<file path="config.mk">
export PLATFORM = sky130hd
export DESIGN_NAME = nibble_serial_adder_flat
export DESIGN_NICKNAME = d
export VERILOG_FILES = /design/src/rtl/nibble_serial_adder_if.sv /design/src/rtl/nibble_serial_adder.sv /design/src/flat_wrapper.sv
export SDC_FILE = /design/constraint.sdc
export NUM_CORES = 1
export LEC_CHECK = 0
export CORE_ASPECT_RATIO = 2
export CORE_UTILIZATION = 50
export DETAILED_ROUTE_END_ITERATION = 10
export DONT_BUFFER_PORTS = 1
export HOLD_SLACK_MARGIN = 0.06
export MAX_ROUTING_LAYER = met4
export PLACE_DENSITY = 0.74
export SLEW_MARGIN = 40
export SYNTH_ARGS = -nofsm -noshare
export SYNTH_HDL_FRONTEND = slang
export SYNTH_SLANG_ARGS = --single-unit
</file>
<file path="constraint.sdc">
create_clock -name clk -period 3.59 [get_ports clk]
set_input_delay 0.359 -clock clk [delete_from_list [all_inputs] [get_ports clk]]
set_output_delay 0.359 -clock clk [all_outputs]
set_load 0.05 [all_outputs]
</file>
<file path="src/rtl/nibble_serial_adder_if.sv">
// Operand/result handshake bundle for nibble_serial_adder.
// The slave modport is the adder side; master is the producer/consumer side.
interface nibble_serial_adder_if #(
    parameter int WIDTH = 16
);
    logic             in_valid;
    logic             in_ready;
    logic [WIDTH-1:0] a;
    logic [WIDTH-1:0] b;
    logic             cin;
    logic             out_valid;
    logic             out_ready;
    logic [WIDTH-1:0] sum;
    logic             cout;
    logic             busy;

    modport slave (
        input  in_valid, a, b, cin, out_ready,
        output in_ready, out_valid, sum, cout, busy
    );

    modport master (
        output in_valid, a, b, cin, out_ready,
        input  in_ready, out_valid, sum, cout, busy
    );
endinterface

</file>
<file path="src/rtl/nibble_serial_adder.sv">
// Multi-word adder that processes one 4-bit slice per clock, LSB slice first,
// with the inter-slice carry held in a flop. Results are returned via valid/ready.
module nibble_serial_adder #(
    parameter int WIDTH = 16
) (
    input  logic                 clk,
    input  logic                 rst_n,
    nibble_serial_adder_if.slave bus
);
    localparam int NSLICE = WIDTH / 4;
    localparam int IDXW   = (NSLICE > 1) ? $clog2(NSLICE) : 1;
    localparam logic [IDXW-1:0] LAST_IDX = IDXW'(NSLICE - 1);

    typedef enum logic [1:0] {
        IDLE,
        RUN,
        DONE
    } state_t;

    state_t           state_q, state_d;
    logic [WIDTH-1:0] a_q, a_d;
    logic [WIDTH-1:0] b_q, b_d;
    logic [WIDTH-1:0] partial_q, partial_d;
    logic [WIDTH-1:0] sum_q, sum_d;
    logic             carry_q, carry_d;
    logic             cout_q, cout_d;
    logic [IDXW-1:0]  idx_q, idx_d;
    logic [4:0]       slice_res;

    always_comb begin
        state_d   = state_q;
        a_d       = a_q;
        b_d       = b_q;
        partial_d = partial_q;
        sum_d     = sum_q;
        carry_d   = carry_q;
        cout_d    = cout_q;
        idx_d     = idx_q;
        slice_res = {1'b0, a_q[4*idx_q +: 4]} + {1'b0, b_q[4*idx_q +: 4]}
                  + {4'b0000, carry_q};

        unique case (state_q)
            IDLE: begin
                if (bus.in_valid) begin
                    a_d       = bus.a;
                    b_d       = bus.b;
                    carry_d   = bus.cin;
                    idx_d     = '0;
                    partial_d = '0;
                    state_d   = RUN;
                end
            end
            RUN: begin
                partial_d[4*idx_q +: 4] = slice_res[3:0];
                carry_d = slice_res[4];
                // idx stops at the last slice instead of wrapping; acceptance clears it
                if (idx_q == LAST_IDX) begin
                    sum_d   = partial_d;
                    cout_d  = slice_res[4];
                    state_d = DONE;
                end else begin
                    idx_d = idx_q + 1'b1;
                end
            end
            DONE: begin
                if (bus.out_ready) begin
                    state_d = IDLE;
                end
            end
            default: state_d = IDLE;
        endcase
    end

    always_ff @(posedge clk or negedge rst_n) begin
        if (!rst_n) begin
            state_q   <= IDLE;
            a_q       <= '0;
            b_q       <= '0;
            partial_q <= '0;
            sum_q     <= '0;
            carry_q   <= 1'b0;
            cout_q    <= 1'b0;
            idx_q     <= '0;
        end else begin
            state_q   <= state_d;
            a_q       <= a_d;
            b_q       <= b_d;
            partial_q <= partial_d;
            sum_q     <= sum_d;
            carry_q   <= carry_d;
            cout_q    <= cout_d;
            idx_q     <= idx_d;
        end
    end

    assign bus.in_ready  = (state_q == IDLE);
    assign bus.out_valid = (state_q == DONE);
    assign bus.busy      = (state_q != IDLE);
    assign bus.sum       = sum_q;
    assign bus.cout      = cout_q;
endmodule

</file>
<file path="src/flat_wrapper.sv">
// flat-port wrapper written by rule: the top's interface ports become plain ports
module nibble_serial_adder_flat 
#(
    parameter int WIDTH = 16
)
  (clk, rst_n, bus_in_valid, bus_a, bus_b, bus_cin, bus_out_ready, bus_in_ready, bus_out_valid, bus_sum, bus_cout, bus_busy);
  nibble_serial_adder_if #(.WIDTH(WIDTH)) bus_i ();
  input  logic clk;
  input  logic rst_n;
  input wire logic [$bits(bus_i.in_valid)-1:0] bus_in_valid;
  input wire logic [$bits(bus_i.a)-1:0] bus_a;
  input wire logic [$bits(bus_i.b)-1:0] bus_b;
  input wire logic [$bits(bus_i.cin)-1:0] bus_cin;
  input wire logic [$bits(bus_i.out_ready)-1:0] bus_out_ready;
  output wire logic [$bits(bus_i.in_ready)-1:0] bus_in_ready;
  output wire logic [$bits(bus_i.out_valid)-1:0] bus_out_valid;
  output wire logic [$bits(bus_i.sum)-1:0] bus_sum;
  output wire logic [$bits(bus_i.cout)-1:0] bus_cout;
  output wire logic [$bits(bus_i.busy)-1:0] bus_busy;
  assign bus_i.in_valid = bus_in_valid;
  assign bus_i.a = bus_a;
  assign bus_i.b = bus_b;
  assign bus_i.cin = bus_cin;
  assign bus_i.out_ready = bus_out_ready;
  assign bus_in_ready = bus_i.in_ready;
  assign bus_out_valid = bus_i.out_valid;
  assign bus_sum = bus_i.sum;
  assign bus_cout = bus_i.cout;
  assign bus_busy = bus_i.busy;
  nibble_serial_adder #(.WIDTH(WIDTH)) u_core (.clk(clk), .rst_n(rst_n), .bus(bus_i));
endmodule
</file>
==> summary.md, run 1 <==
| Metric | Value |
|---|---|
| Outcome | `finished clean` |
| CTS tree | `built` |
| First-pass GRT wire length | `10.5 mm` |
| Clock latency on the worst-skew pair | `0.33 ns` |
| Actual slew at the worst max-slew pin | `0.659 ns` |
| Wirelength per Cell | `19.3 um` |
| CP max FO | `11` |
| Vias/cell | `5.78` |
| Die Ht | `117 um` |
| Final ANT Viol Nets | `0` |
| Fill cells | `513` |
| Netlist cell types | `33` |
| Setup Skew | `0.00409 ns` |
| Final hold viol count | `0` |
| Share of post-route cells with drive strength above 1 | `0.249` |
| Most used flip-flop cell after synthesis | `dfrtp_1` |
| Post-CTS Setup Bufs | `0` |
| Placer Congestion | `0.951` |
| Top-count cell post-synth | `dfrtp_1` |
| Fmax | `316 MHz` |
| Max Root-Sink Buffers | `2` |
| Max stage delay on crit path | `0.70 ns` |
| Max Slew Vio Count | `0` |
| Crit path buffers/inverters | `0` |
| Kind of critical path | `reg -> reg` |
| Initial antenna violation count | `0` |
| Number of I/O pins | `57` |
| Clock root cell | `clkbuf_16` |
| Net count after synthesis | `307` |
| Post-layout util | `0.582` |
| Worst slew margin | `0.561` |
| Largest net degree at the start of global routing | `71` |
| Syn Area/Cell | `12.7 um2` |
| Num Clock Sinks | `70` |
| Max-Cap Viols | `0` |
| Type of element capturing the critical path | `register` |
| Layout Cells excl Fill | `351` |
| Setup Viol. Count Final | `0` |
| Global route total overflow | `0` |
| WL final | `6.76 mm` |
| Die area | `6930 um2` |
| CP Cell Sequence | `mux4_2 -> fa_1 -> fa_1 -> xor2_1 -> and2_1 -> nand2_1 -> o21ai_0` |
| DR iter-0 viols | `76` |
| # H-tree levels | `3` |
| GRT Total Usage | `0.222` |
| Residual DRC count | `0` |
| Cell taking the most area after synthesis | `dfrtp_1` |
| Min cycle time layout | `3.17 ns` |
| Vias in the first global route | `2038` |
| Initial Util | `0.522` |
| Fin area | `3670 um2` |
| Yosys top cell area share | `0.532` |
| Critical path's top delay family | `adder cells` |
| Drt first pass iters | `4` |
| Synth warnings | `0` |
| Clock slew at reported path FFs | `0.05 ns` |
| Syn Inst Count | `259` |
| Nets | `308` |
| CP arrival | `3.42 ns` |
| Post-placement cell count | `333` |
| Ys async rst share | `1.00` |
| CP most frequent cell | `fa_1` |
| Commonest cells post-synth | `dfrtp_1, mux2_2, nor2_1` |
| Critical path required time | `3.84 ns` |
| Routed vias | `2029` |
| Final worst path period share | `0.882` |
| Mapped Area | `3290 um2` |
| DIE WIDTH | `59.4 um` |
| Area delta synth->final | `11.5%` |
| Top cells by area, synth | `dfrtp_1, mux2_2, mux4_2` |
| Slowest stage cell, crit path | `dfrtp_1` |
| Diode count | `0` |
| HP Class | `in -> reg` |
| Num rows | `41` |
| DP HPWL | `4.99 mm` |
| Port Buffers | `0` |
| RSZ-0062 raised after global routing | `false` |
| Number of synthesized register bits | `70` |
| Total CTS buffers | `9` |
| Startpoint types | `register` |
| Core Region | `6310 um2` |
| Post-synth EDFFs | `0` |
| Post-DP Area | `3330 um2` |
| Register area share after synthesis | `0.532` |
| Final setup TNS | `0 ns` |
## sequential cells by signal, summed over array words and instances (netlist names)
register          cells
u_core.a_q           16
u_core.b_q           16
u_core.bus.cout       1
u_core.bus.sum       16
u_core.carry_q        1
u_core.idx_q          2
u_core.partial_q     16
u_core.state_q        2
## metal layers
metal | up-vias | routed length [um] | track usage
li1 | 940 | - | -
met1 | 1017 | 2380 | 0.224
met2 | 57 | 3890 | 0.384
met3 | 15 | 273 | 0.0593
met4 | 0 | 214 | 0.110
met5 | - | 0 | -
## path summary, 6_finish.rpt
| check | cells past startpoint | slack, ns | end | from |
|---|---|---|---|---|
| worst max-delay path | 7 | 0.42 | u_core.partial_q[6]$_DFFE_PN0P_ | u_core.idx_q[0]$_DFFE_PN0P_ |
| worst min-delay path | 1 | 0.14 | u_core.state_q[1]$_DFFE_PN0P_ | bus_out_ready |
| worst max register to register | 7 | 0.42 | u_core.partial_q[6]$_DFFE_PN0P_ | u_core.idx_q[0]$_DFFE_PN0P_ |
| worst min register to register | 1 | 0.49 | u_core.partial_q[0]$_DFFE_PN0P_ | u_core.partial_q[0]$_DFFE_PN0P_ |
| max in group asynchronous | 2 | 2.73 | u_core.state_q[0]$_DFFE_PN0P_ | rst_n |
| min in group asynchronous | 2 | 0.58 | u_core.bus.sum[9]$_DFFE_PN0P_ | rst_n |
## repair_timing
action                    4_1_cts  5_1_grt
hold endpoints to repair       70        0
resized for setup               0        0
hold buffers                    2        0
## layout make-up
class / instances / area, um2 / share of cell area
clock inverter: 4 / 45.0 / 0.0123
clock buffer: 12 / 256 / 0.0699
timing repair buffer: 5 / 60.1 / 0.0164
tap: 86 / 108 / 0.0293
multi-input combinational: 161 / 1400 / 0.382
inverter: 13 / 48.8 / 0.0133
sequential: 70 / 1750 / 0.477
## logic make-up after synthesis
family	count (synthesis)	synth area share
fa+ha+maj	11	0.0464
simple gates	59	0.0931
flops	70	0.532
compound gates	49	0.116
mux	41	0.168
xor+xnor	1	0.00266
buf+inv	28	0.0426
## placed cells by master (no fill, tap or decap), types with 3 or more instances in the layout
| master | count |
|---|---|
| a32oi_1 | 4 |
| clkbuf_16 | 9 |
| a21o_1 | 4 |
| clkinv_2 | 3 |
| a21oi_1 | 6 |
| dfrtp_1 | 70 |
| nand2_1 | 9 |
| mux4_2 | 8 |
| buf_4 | 3 |
| nor2_1 | 32 |
| o21ai_0 | 8 |
| inv_1 | 13 |
| and2_1 | 3 |
| nand3_1 | 3 |
| nand2b_1 | 3 |
| ha_1 | 9 |
| a221oi_1 | 12 |
| mux2_2 | 33 |
| a32o_1 | 9 |
| a22o_1 | 4 |
## worst register-to-register path, cell delays in order, from the launching register on
cell and delay, ns:
dfrtp_1 0.70, mux4_2 0.62, fa_1 0.44, fa_1 0.42, xor2_1 0.42, and2_1 0.30, nand2_1 0.09, o21ai_0 0.10
## metrics by stage
step                      worst slack (ns)  hold WS [ns]
after floorplan                      0.727        0.0634
after global placement               0.528        0.0650
after detailed placement             0.452        0.0644
after CTS                            0.440         0.133
after global routing                 0.332         0.164
final                                0.424         0.144
Power of run 1 is not shown: default switching activity piles up to over one toggle a cycle in this logic, so the estimate is an artifact.
==> inputs of run 2 (changes only) <==
==> constraint.sdc (replaced) <==
create_clock -name clk -period 3.9 [get_ports clk]
set_input_delay 0.39 -clock clk [delete_from_list [all_inputs] [get_ports clk]]
set_output_delay 0.39 -clock clk [all_outputs]
set_load 0.05 [all_outputs]
==> run 2 against run 1 <==
- utilization decreased by 0.63 points
- register-to-register slack gained 0.20 ns
- die area is the same
- setup slack better by 0.20 ns
- design area fell by 1.1%
- wire length down 0.12%
- via count grew 0.15%
- sequential share of layout area is 0.53 points higher
- non-clock buffer count decreased by 1
- clock skew hardly changed
- clock-buffer cell count is 2 higher
- critical path depth unchanged
- critical path type unchanged
==> summary.md, run 2 (synthesis results as in run 1) <==
| Metric | Value |
|---|---|
| Nets | `307 (-0.32%)` |
| Final hold viol count | `0 (unchanged)` |
| Setup Viol. Count Final | `0 (unchanged)` |
| Worst slew margin | `0.481 (-0.0801)` |
| First-pass GRT wire length | `11.0 mm (+4.8%)` |
| Num Clock Sinks | `70 (unchanged)` |
| Core Region | `6310 um2 (unchanged)` |
| Worst setup startpoint | `u_core.idx_q[0]$_DFFE_PN0P_` |
| CP arrival | `3.53 ns (+0.11 ns)` |
| Area delta synth->final | `10.3%` |
| RR Endpoint | `u_core.partial_q[6]$_DFFE_PN0P_` |
| Initial Util | `0.522 (unchanged)` |
| Hold_sp | `bus_out_ready` |
| Clock slew at reported path FFs | `0.05 ns (about the same)` |
| WHS Endpoint | `u_core.state_q[1]$_DFFE_PN0P_` |
| Final worst path period share | `0.841 (-0.0411)` |
| CP max FO | `15 (+4)` |
| Hold Path Cell Cnt | `1 (unchanged)` |
| Die area | `6930 um2 (unchanged)` |
| Wirelength per Cell | `19.3 um (+0.45%)` |
| WL final | `6.75 mm (-0.12%)` |
| Vias/cell | `5.82 (+0.72%)` |
| Die Ht | `117 um (unchanged)` |
| DRT met1 WL | `2.41 mm (+1.3%)` |
| Num rows | `41 (unchanged)` |
| DR iter-0 viols | `94 (+24%)` |
| Max Root-Sink Buffers | `2 (unchanged)` |
| Actual slew at the worst max-slew pin | `0.771 ns (+0.112 ns)` |
| Final ANT Viol Nets | `0 (unchanged)` |
| CTS tree | `built` |
| Path depth of the worst reg2reg path | `7 (unchanged)` |
| Global route total overflow | `0 (unchanged)` |
| Most common cell after layout, fill and taps aside | `dfrtp_1` |
| DP HPWL | `4.93 mm (-1.1%)` |
| Total CTS buffers | `9 (unchanged)` |
| Share of post-route cells with drive strength above 1 | `0.236 (-0.0133)` |
| Pre-CTS setup slack | `0.661 ns (+0.210 ns)` |
| Clock root cell | `clkbuf_16` |
| Kind of critical path | `reg -> reg` |
| Met2 wire len | `3.86 mm (-0.77%)` |
| Vias in the first global route | `2149 (+5.4%)` |
| Most frequent cells in the layout | `dfrtp_1, mux2_2, nor2_1, inv_1, a221oi_1` |
| Worst setup margin | `0.621 ns (+0.197 ns)` |
| Worst r2r src | `u_core.idx_q[0]$_DFFE_PN0P_` |
| Number of I/O pins | `57 (unchanged)` |
| Placer Congestion | `0.838 (-12%)` |
| Initial antenna violation count | `0 (unchanged)` |
| Port Buffers | `0 (unchanged)` |
| Max Slew Vio Count | `0 (unchanged)` |
| Worst R2R Setup Slack | `0.62 ns (+0.20 ns)` |
| DIE WIDTH | `59.4 um (unchanged)` |
| Drt first pass iters | `4 (unchanged)` |
| Startpoint types | `register` |
| Diode count | `0 (unchanged)` |
| Fmax | `305 MHz (-3.4%)` |
| # H-tree levels | `3 (unchanged)` |
| Outcome | `finished clean` |
| Top layer reached by signal wires | `met4` |
| Post-CTS Setup Bufs | `0 (unchanged)` |
| Clock latency on the worst-skew pair | `0.34 ns (about the same)` |
| Residual DRC count | `0 (unchanged)` |
| Critical path required time | `4.15 ns (+0.31 ns)` |
| Type of element capturing the critical path | `register` |
| HP Class | `in -> reg` |
| Max-Cap Viols | `0 (unchanged)` |
| GRT Total Usage | `0.232 (+0.00948)` |
| Routed vias | `2032 (+0.15%)` |
| Setup Skew | `0.00399 ns (-0.0000973 ns)` |
| Min cycle time layout | `3.28 ns (+0.113 ns)` |
| RSZ-0062 raised after global routing | `false` |
| Final setup TNS | `0 ns (unchanged)` |
| Detail Route met3 WL | `244 um (-11%)` |
| Largest net degree at the start of global routing | `71 (unchanged)` |
==> run 2: cell types whose count changed in the layout (fill, tap and decap cells not counted), sizes merged <==
cell	delta
clkinv	-2
buf	-1
clkbuf	+2
bufinv	-1
==> run 2: per-layer routing <==
layer  track usage  vias up
li1              -      940
met1         0.228     1012
met2         0.401       59
met3        0.0538       21
met4         0.137        0
met5             -        -
==> run 2: cell type report <==
cell class / count / area [um2]
fill: 521 / 2680
sequential: 70 / 1750
multi-input combinational: 161 / 1400
clock buffer: 14 / 264
tap: 86 / 108
timing repair buffer: 4 / 52.6
inverter: 13 / 48.8
clock inverter: 1 / 5.00
==> run 2: worst max path at each step <==
stage	end	slack, ns
after CTS	u_core.partial_q[6]$_DFFE_PN0P_	0.62
after global placement	u_core.partial_q[15]$_DFFE_PN0P_	0.74
after floorplan	u_core.partial_q[11]$_DFFE_PN0P_	1.04
final	u_core.partial_q[6]$_DFFE_PN0P_	0.62
after detailed placement	u_core.partial_q[6]$_DFFE_PN0P_	0.66
after global routing	u_core.partial_q[6]$_DFFE_PN0P_	0.41
==> run 2: through the flow <==
step | instance area, um2 | utilization | std cells | hold slack [ns]
6_report | 3630 | 0.575 | 349 | 0.157
5_1_grt | 3630 | 0.575 | 349 | 0.166
4_1_cts | 3630 | 0.575 | 349 | 0.150
3_5_place_dp | 3320 | 0.527 | 332 | 0.0959
3_3_place_gp | 3320 | 0.527 | 332 | 0.0959
2_1_floorplan | 3290 | - | 259 | 0.0944
==> run 2: what timing repair did <==
item / in CTS / in global routing
hold buffers: 2 / 0
endpoints found under the hold margin: 70 / 0
resized for setup: 0 / 0
endpoints found under the setup margin: 0 / 0
==> run 2: worst max-delay path: stages, from the launching register on <==
cell and delay [ns]:
dfrtp_1 0.84, mux4_2 0.61, fa_1 0.45, fa_1 0.41, xor2_1 0.40, and2_1 0.29, nand2_1 0.08, o21ai_0 0.10
Power of run 2 is left out for the same reason.
